<file path="src/rtl/cell_test_pkg.sv">
// cell_test_pkg
//   Shared types and constants for the cell tester run controller.
//   state_t      : run-controller FSM state encoding
//   SIG_*_DEF    : default MISR polynomial and per-pass seed
//   SYNC_RST_VAL : reset value of the trigger synchronizer flops. It is 1 so that a
//                  trigger already high at reset cannot look like a rising edge.
//   misr_step    : one MISR shift/fold step, shared by the MISR and the top-level signature path
//   period_last  : terminal reload value of the step-period down-counter, 2**div - 1
package cell_test_pkg;

   typedef enum logic [1:0] {
      IDLE = 2'd0,
      RUN  = 2'd1,
      DONE = 2'd2
   } state_t;

   localparam logic [15:0] SIG_POLY_DEF = 16'h1021;
   localparam logic [15:0] SIG_SEED_DEF = 16'hFFFF;
   localparam logic        SYNC_RST_VAL = 1'b1;

   function automatic logic [15:0] misr_step(input logic [15:0] q,
                                             input logic [15:0] din,
                                             input logic [15:0] poly);
      return {q[14:0], 1'b0} ^ (q[15] ? poly : 16'h0000) ^ din;
   endfunction

   function automatic logic [6:0] period_last(input logic [2:0] d);
      return 7'((8'd1 << d) - 8'd1);
   endfunction

endpackage

</file>
<file path="src/rtl/cell_test_misr.sv">
// cell_test_misr
//   16-bit multiple-input signature register folding one cell response per shift.
//   clk       : system clock
//   rst_n     : synchronous active-low reset, clears q
//   seed_load : load SEED (wins over shift_en)
//   shift_en  : fold din into the signature
//   din       : cell response, zero-extended to 16 bits before folding
//   q         : current signature value
module cell_test_misr
   import cell_test_pkg::*;
#(
   parameter int          DIN_W = 8,
   parameter logic [15:0] POLY  = SIG_POLY_DEF,
   parameter logic [15:0] SEED  = SIG_SEED_DEF
) (
   input  logic             clk,
   input  logic             rst_n,
   input  logic             seed_load,
   input  logic             shift_en,
   input  logic [DIN_W-1:0] din,
   output logic [15:0]      q
);

   always_ff @(posedge clk) begin
      if (!rst_n) begin
         q <= '0;
      end else if (seed_load) begin
         q <= SEED;
      end else if (shift_en) begin
         q <= misr_step(q, 16'(din), POLY);
      end
   end

endmodule

</file>
<file path="src/rtl/cell_test_sequencer.sv">
// cell_test_sequencer
//   Run controller for the cell tester. A synchronized trigger rising edge starts a run
//   (or aborts one in progress). A run steps stim through all 2**STIM_W values, holding
//   each for 2**div cycles, samples cell_out on the last cycle of each step and folds it
//   into a MISR. The folded value at the end of a pass becomes the signature.
//   clk       : system clock
//   rst_n     : synchronous active-low reset
//   trigger   : asynchronous start/abort pin
//   mode      : 0 single pass, 1 continuous passes (latched at start)
//   div       : step period exponent (latched at start)
//   source    : cell-group select (latched at start onto cell_sel)
//   cell_out  : response of the selected cell group
//   stim      : stimulus pattern
//   cell_sel  : latched cell-group select
//   capture   : cell_out is sampled this cycle
//   busy      : run in progress
//   done      : one-cycle pulse after each completed pass
//   signature : MISR result of the last completed pass
//
//   state | meaning
//   ------+----------------------------------------------------------
//   IDLE  | no run; waiting for a trigger rise
//   RUN   | stepping stim; capture when the period counter hits zero
//   DONE  | single pass finished; signature valid; behaves as IDLE
module cell_test_sequencer
   import cell_test_pkg::*;
#(
   parameter int          STIM_W   = 8,
   parameter logic [15:0] SIG_POLY = SIG_POLY_DEF,
   parameter logic [15:0] SIG_SEED = SIG_SEED_DEF
) (
   input  logic              clk,
   input  logic              rst_n,
   input  logic              trigger,
   input  logic              mode,
   input  logic [2:0]        div,
   input  logic [2:0]        source,
   input  logic [STIM_W-1:0] cell_out,
   output logic [STIM_W-1:0] stim,
   output logic [2:0]        cell_sel,
   output logic              capture,
   output logic              busy,
   output logic              done,
   output logic [15:0]       signature
);

   state_t      state, state_next;
   logic        trig_s1, trig_s2, trig_prev;
   logic        rise;
   logic        start, abort, end_pass;
   logic [6:0]  pc;
   logic [2:0]  div_q;
   logic        mode_q;
   logic [15:0] misr_q;
   logic [15:0] misr_next;
   logic        misr_seed;

   always_ff @(posedge clk) begin
      if (!rst_n) begin
         trig_s1   <= SYNC_RST_VAL;
         trig_s2   <= SYNC_RST_VAL;
         trig_prev <= SYNC_RST_VAL;
      end else begin
         trig_s1   <= trigger;
         trig_s2   <= trig_s1;
         trig_prev <= trig_s2;
      end
   end

   assign rise = trig_s2 & ~trig_prev;

   always_ff @(posedge clk) begin
      if (!rst_n) begin
         state <= IDLE;
      end else begin
         state <= state_next;
      end
   end

   // Abort is checked before the capture terminal count so a coincident trigger
   // suppresses the capture, the signature update and the done pulse.
   always_comb begin
      state_next = state;
      start      = 1'b0;
      abort      = 1'b0;
      capture    = 1'b0;
      end_pass   = 1'b0;
      case (state)
         IDLE, DONE: begin
            if (rise) begin
               start      = 1'b1;
               state_next = RUN;
            end
         end
         RUN: begin
            if (rise) begin
               abort      = 1'b1;
               state_next = IDLE;
            end else if (pc == '0) begin
               capture = 1'b1;
               if (&stim) begin
                  end_pass = 1'b1;
                  if (!mode_q) begin
                     state_next = DONE;
                  end
               end
            end
         end
         default: state_next = IDLE;
      endcase
   end

   // The period counter runs down from 2**div-1; zero is the capture cycle.
   always_ff @(posedge clk) begin
      if (!rst_n) begin
         stim      <= '0;
         cell_sel  <= '0;
         busy      <= 1'b0;
         done      <= 1'b0;
         signature <= '0;
         pc        <= '0;
         div_q     <= '0;
         mode_q    <= 1'b0;
      end else begin
         done <= end_pass;
         if (start) begin
            div_q    <= div;
            mode_q   <= mode;
            cell_sel <= source;
            stim     <= '0;
            pc       <= period_last(div);
            busy     <= 1'b1;
         end else if (abort) begin
            stim <= '0;
            busy <= 1'b0;
         end else if (capture) begin
            pc   <= period_last(div_q);
            stim <= stim + STIM_W'(1);
            if (end_pass) begin
               signature <= misr_next;
               if (!mode_q) begin
                  busy <= 1'b0;
               end
            end
         end else if (state == RUN) begin
            pc <= pc - 7'd1;
         end
      end
   end

   assign misr_next = misr_step(misr_q, 16'(cell_out), SIG_POLY);
   assign misr_seed = start | (end_pass & mode_q);

   cell_test_misr #(
      .DIN_W (STIM_W),
      .POLY  (SIG_POLY),
      .SEED  (SIG_SEED)
   ) u_misr (
      .clk       (clk),
      .rst_n     (rst_n),
      .seed_load (misr_seed),
      .shift_en  (capture),
      .din       (cell_out),
      .q         (misr_q)
   );

endmodule

</file>
<file path="config.mk">
export PLATFORM = sky130hd
export DESIGN_NAME = cell_test_sequencer
export DESIGN_NICKNAME = d
export VERILOG_FILES = /design/src/rtl/cell_test_pkg.sv /design/src/rtl/cell_test_misr.sv /design/src/rtl/cell_test_sequencer.sv
export SDC_FILE = /design/constraint.sdc
export NUM_CORES = 1
export LEC_CHECK = 0
export ABC_AREA = 1
export CAP_MARGIN = 20
export CELL_PAD_IN_SITES_DETAIL_PLACEMENT = 1
export CELL_PAD_IN_SITES_GLOBAL_PLACEMENT = 2
export CORE_ASPECT_RATIO = 0.75
export CORE_MARGIN = 4
export CORE_UTILIZATION = 32
export DETAILED_ROUTE_END_ITERATION = 8
export PLACE_DENSITY_LB_ADDON = 0.1
export SETUP_SLACK_MARGIN = 0.4
export SYNTH_ARGS = -nofsm -noshare
export SYNTH_HDL_FRONTEND = slang
export SYNTH_SLANG_ARGS = --single-unit
</file>
<file path="constraint.sdc">
create_clock -name clk -period 3.9 [get_ports clk]
set_input_delay 0.585 -clock clk [delete_from_list [all_inputs] [get_ports clk]]
set_output_delay 0.585 -clock clk [all_outputs]
set_load 0.02 [all_outputs]
</file>
==> flow_summary.toml, run 1 <==
[clock_network]
cts-root-buf = "clkbuf_16"
clock_latency_ns = 0.32
cts_tree = "built"
cts_buffers = 9
htreeDepth = 3
postCtsSetupRepairBufs = 0
clkSlewWorstSetupHoldPaths_ns = 0.05
hold_buffers = 0
cts_buffer_depth = 2
clock_sinks = 61
cts_resized = 0

[power]
p_clk_share_pct = 51.1
ir_worst_vdd_uv = 202
switching_share_pct = 22.8
power.density_nw_per_um2 = 438
leakage_nw = 1.64
p_seq_share_pct = 38.8
power_frac_comb_pct = 10.1
p_int_mw = 1.30
switching_power_mw = 0.385

[floorplanning]
die_h_um = 91.5
dieArea_um2 = 10900
io_pins = 48
die_w_um = 119
rows = 30
start_util_pct = 32.9
core-area_um2 = 9050

[layout]
stdcell_count = 585
drive_gt1_share_pct = 9.63
nets = 472
antenna_cells = 0
syn2layout_area_growth_pct = 29.0

[setup_path]
max_stage_delay_ns = 0.68
worstSetupStartpointType = "flip-flop"
worstSetupPathType = "flip-flop to output port"
setup.worst_path.end_class = "output port"
critPathArrivalTime_ns = 2.56
cpMostUsedCell = "nand2_2"
cp_slowest_cell = "clkdlybuf4s50_1"
path_cells = "nor2_1, nand2_2, nor2_8, nand2_2, inv_2, clkdlybuf4s50_1"
required_ns = 3.31
cp_max_fo = 29

[synthesis]
seq_area_frac_synth_pct = 41.0
synth_seq_cells = 61
syn-num-nets = 429
syn-instance-count = 409
postSynthAreaPerCell_um2 = 7.28
synth.distinct_cells = 39
synth-edff-count = 0
synth_ff_type = "dfxtp_1"
synth_area_um2 = 2980
yosys_warnings = 0
async_reset_ff_share_pct = 0

[route]
drt_iter0_drc = 146
drt-vias-per-instance = 4.70
num_vias = 2748
ant_nets = 0
drt-total-wl_um = 8100
wl_per_cell_um = 13.9
first_pass_iters = 5
drc = 0

[timing]
rsz0062_at_grt = "no"
tightestPinTransition_ns = 0.635
setup_viol = 0
finClkSkew_ns = 0.00706
slew_headroom_pct = 57.3
fin_crit_ns = 3.14
fin_crit_sh_pct = 80.6
finalHoldViolCount = 0
maxSlewViolCount = 0
setup-tns-final_ns = 0
timing.fmax_mhz = 318

[global_route]
grt_pass1_vias = 2832
grt_start_max_net_pins = 30
grtUsageTotal_pct = 15.7
grt_overflow = 0
antenna_found_initial = 0
grt_pass1_wl_um = 13900

[place]
gp_congestion = 0.772
hpwl_um = 5840
dp_cells = 569
portBuffers = 47

[outcome]
status = "finished, final reports clean"

[worst_hold_path]
hold_path.class = "flip-flop to flip-flop"

[flow_run]
maxCapViolations = 0
synthesized netlist by cell type (5+ instances only):
library cell  number  area share [%]
xor2_1            12             3.5
nand3_1           28             4.7
nor2_1            22             2.8
nand4_1           14             2.9
o21ai_0           13             2.2
o2111ai_1          6             1.8
nand2_1          114              14
inv_1             47             5.9
inv_2              5            0.63
a21oi_1           29             4.9
dfxtp_1           61              41
buf_2              8             1.3
power by group through the flow:
stage                     registers, mW  clock network, mW  logic, mW
after floorplan                   0.664                  0      0.120
after global placement            0.665                  0      0.170
after detailed placement          0.666                  0      0.172
after CTS                         0.653              0.882      0.173
after global routing              0.654              0.917      0.192
final                             0.653              0.860      0.170
metrics by stage:
step / hold slack [ns] / power (mW) / util [%] / cell area [um^2] / worst slack [ns]
final: 0.424 / 1.68 / 42.5 / 3840 / 0.757
after global routing: 0.440 / 1.76 / 42.5 / 3840 / 0.555
after CTS: 0.423 / 1.71 / 42.5 / 3840 / 0.711
after detailed placement: 0.413 / 0.838 / 38.9 / 3520 / 1.07
after global placement: 0.411 / 0.835 / 38.9 / 3520 / 1.11
after floorplan: 0.393 / 0.784 / - / 2980 / 2.10
critical path, delay by kind of cell, from the launching register on:
kind / cells / cell delay (ns)
DFF: 1 / 0.32
buffers and inverters: 2 / 1.13
and+or+nand+nor: 4 / 0.77
state kept, by name (all words and copies together), names as in the netlist, 2 cells and up:
name,count
cell_sel,3
div_q,3
pc,7
signature,16
state,2
stim,8
u_misr.q,16
worst paths after layout:
kind	startpoint	to	slack, ns	cells after the start
worst max-delay path	pc[2]	capture	0.76	6
worst min-delay path	trig_s1	trig_s2	0.42	1
worst max register to register	trig_s2	pc[4]	1.54	11
worst min register to register	trig_s1	trig_s2	0.42	1
routing by layer:
metal | track usage [%] | up-vias | share of wire, %
met4 | 4.00 | 0 | 0.86
met2 | 24.1 | 39 | 43
met5 | 0 | - | 0
met1 | 21.7 | 1293 | 52
li1 | - | 1408 | -
met3 | 4.48 | 8 | 3.5
cells by family (layout without fill, tap and decap cells):
group           count (synthesis)  count (layout)  synth area share [%]
compound gates                 57              57                  11.6
xor+xnor                       13              13                  3.82
fa+ha+maj                       2               2                 0.840
buf+inv                        72             120                  10.7
flops                          61              61                  41.0
simple gates                  204             204                  32.0
placed cells by master, fill, tap and decap left out, types with 2 or more instances in the layout:
cell             synthesis  layout
inv_1                   47      47
clkdlybuf4s50_1          0      47
clkbuf_8                 0       2
nand4_1                 14      14
a211oi_1                 2       2
nand3b_1                 2       2
a21oi_1                 29      29
nor2_2                   3       3
clkbuf_16                0       9
bufinv_16                0       2
nor3_2                   2       2
nor4_1                   2       2
buf_4                    2       3
nor2_1                  22      22
o21ai_0                 13      13
or2_2                    2       2
clkinv_2                 1       3
a31oi_1                  2       2
nand3_1                 28      28
o2111ai_1                6       6
nand2_2                  4       4
dfxtp_1                 61      61
inv_2                    5       5
nand2_1                114     114
nor3_1                   4       4
xor2_1                  12      12
ha_1                     2       2
nor2_4                   3       3
final cells by class:
cell class | count | area [um^2]
multi-input cells | 276 | 1440
fillers | 1117 | 5200
well taps | 128 | 160
repair buffers | 50 | 493
clock inverters | 4 | 70.1
inverters | 54 | 204
clock buffers | 12 | 256
flip-flops and latches | 61 | 1220
No activity file was read; power rests on OpenSTA's default activity.
==> run 2: changes to the inputs <==
- CORE_UTILIZATION: 32 -> 30
- clock period: 3.9 -> 2.9 ns (I/O delays scaled with it)
==> flow_summary.toml, run 2 (synthesis gave the netlist of run 1 again) <==
[outcome]
status = "finished, final reports clean"

[setup_path]
worstSetupStartpointType = "flip-flop"
cp_slowest_cell = "buf_4"
cp_max_fo = 28
max_stage_delay_ns = 0.40
critPathArrivalTime_ns = 2.43
worst_r2r_path_depth = 13
setup.worst_path.end_class = "flip-flop"
worstSetupPathType = "flip-flop to flip-flop"
path_cells = "inv_2, nor2_4, nand2_1, buf_4, nand3_1, nand2_1, inv_1, ha_1, nand3_1, nor3_1, nand3b_1, nand2_1, inv_1"
required_ns = 3.13
cpMostUsedCell = "nand2_1"

[place]
gp_congestion = 0.804
hpwl_um = 6090
portBuffers = 47
postPlaceCellArea_um2 = 3540

[layout]
fillCellCount = 1195
drive_gt1_share_pct = 9.59
final_cell_mix = "114 x nand2_1, 61 x dfxtp_1, 47 x inv_1"
final_area_um2 = 3810
nets = 475
antenna_cells = 0
syn2layout_area_growth_pct = 28.0
layout_commonest_cell = "nand2_1"
top_regs = "signature x16, u_misr.q x16, stim x8"

[route]
num_vias = 2755
drc = 0
drt_iter0_drc = 136
wl_per_cell_um = 14.3
ant_nets = 0
drt-vias-per-instance = 4.66
first_pass_iters = 4
drt-total-wl_um = 8430

[timing]
finalHoldViolCount = 0
rsz0062_at_grt = "no"
slew_headroom_pct = 65.3
tightestPinTransition_ns = 0.515
timing.fmax_mhz = 453
fin_crit_sh_pct = 76.0
finClkSkew_ns = 0.00547
fin_crit_ns = 2.21
maxSlewViolCount = 0
setup_viol = 0
setup-tns-final_ns = 0

[global_route]
grt_pass1_wl_um = 14300
grt_start_max_net_pins = 29
grtUsageTotal_pct = 16.1
antenna_found_initial = 0
grt_overflow = 0
grt_pass1_vias = 2800

[floorplanning]
die_h_um = 94.3
start_util_pct = 30.8
rows = 31
dieArea_um2 = 11600
die_w_um = 123
core-area_um2 = 9660
io_pins = 48

[power]
ir_worst_vdd_uv = 195
power.density_nw_per_um2 = 543
leakage_nw = 1.65

[clock_network]
clkSlewWorstSetupHoldPaths_ns = 0.05
htreeDepth = 3
cts_buffer_depth = 2
clock_sinks = 61
cts_tree = "built"
cts-root-buf = "clkbuf_16"
clock_latency_ns = 0.33
cts_buffers = 9

[worst_hold_path]
whs_path_depth = 1
hold_path.class = "flip-flop to flip-flop"

[flow_run]
maxCapViolations = 0
[run 2: changes by cell type in the layout (fill, tap and decap cells not counted), sizes merged]
cell / delta
dlymetal6s2s: +1
buf: +3
clkdlybuf4s50: -1
clkbuf: +1
bufinv: -2
[run 2: worst max-delay path: cells and delay by family (launching register included)]
kind / cells / cell delay, ns
AND/OR/NAND/NOR: 8 / 1.02
adder cells (fa/ha/maj): 1 / 0.20
flip-flops: 1 / 0.30
buffers and inverters: 4 / 0.56
[run 2: through the flow]
| step | instances | power (mW) | utilization [%] | hold slack [ns] | setup WS, ns |
|---|---|---|---|---|---|
| CTS | 591 | 2.11 | 39.4 | 0.417 | 0.476 |
| finish | 591 | 2.07 | 39.5 | 0.414 | 0.695 |
| global route | 591 | 2.18 | 39.5 | 0.448 | 0.498 |
| global placement | 576 | 1.13 | 36.7 | 0.399 | 0.617 |
| floorplan | 409 | 1.05 | - | 0.393 | 1.13 |
| detailed placement | 576 | 1.13 | 36.7 | 0.404 | 0.537 |
[run 2: repair_timing]
item | CTS | global route
hold buffers | 0 | 0
hold endpoints to repair | 0 | 0
resized for setup | 1 | 1
buffers inserted | 0 | 0
endpoints found under the setup margin | 1 | 1
[run 2: worst paths after layout]
path | endpoint | slack [ns] | startpoint
setup / recovery | pc[4] | 0.69 | trig_s2
hold / removal | trig_s2 | 0.41 | trig_s1
setup reg to reg | pc[4] | 0.69 | trig_s2
hold reg to reg | trig_s2 | 0.41 | trig_s1
[run 2: power by group]
part / switching [mW] / internal (mW) / total, mW
Combinational: 0.143 / 0.0918 / 0.235
Sequential: 0.0163 / 0.862 / 0.878
Clock: 0.363 / 0.594 / 0.957
Total: 0.523 / 1.55 / 2.07
[run 2: layout make-up]
class                      count  area, um^2  area share [%]
sequential                    61        1220            32.0
tap                          132         165            4.33
timing repair buffer          53         518            13.6
clock buffer                  13         250            6.57
clock inverter                 2        10.0           0.263
multi-input combinational    276        1440            37.9
inverter                      54         204            5.35
[run 2: metal layers]
| metal | share of wire, % | track usage, % |
|---|---|---|
| met1 | 52 | 22.6 |
| met2 | 43 | 23.5 |
| met3 | 3.8 | 5.18 |
| met4 | 1.5 | 4.33 |
| met5 | 0 | 0 |
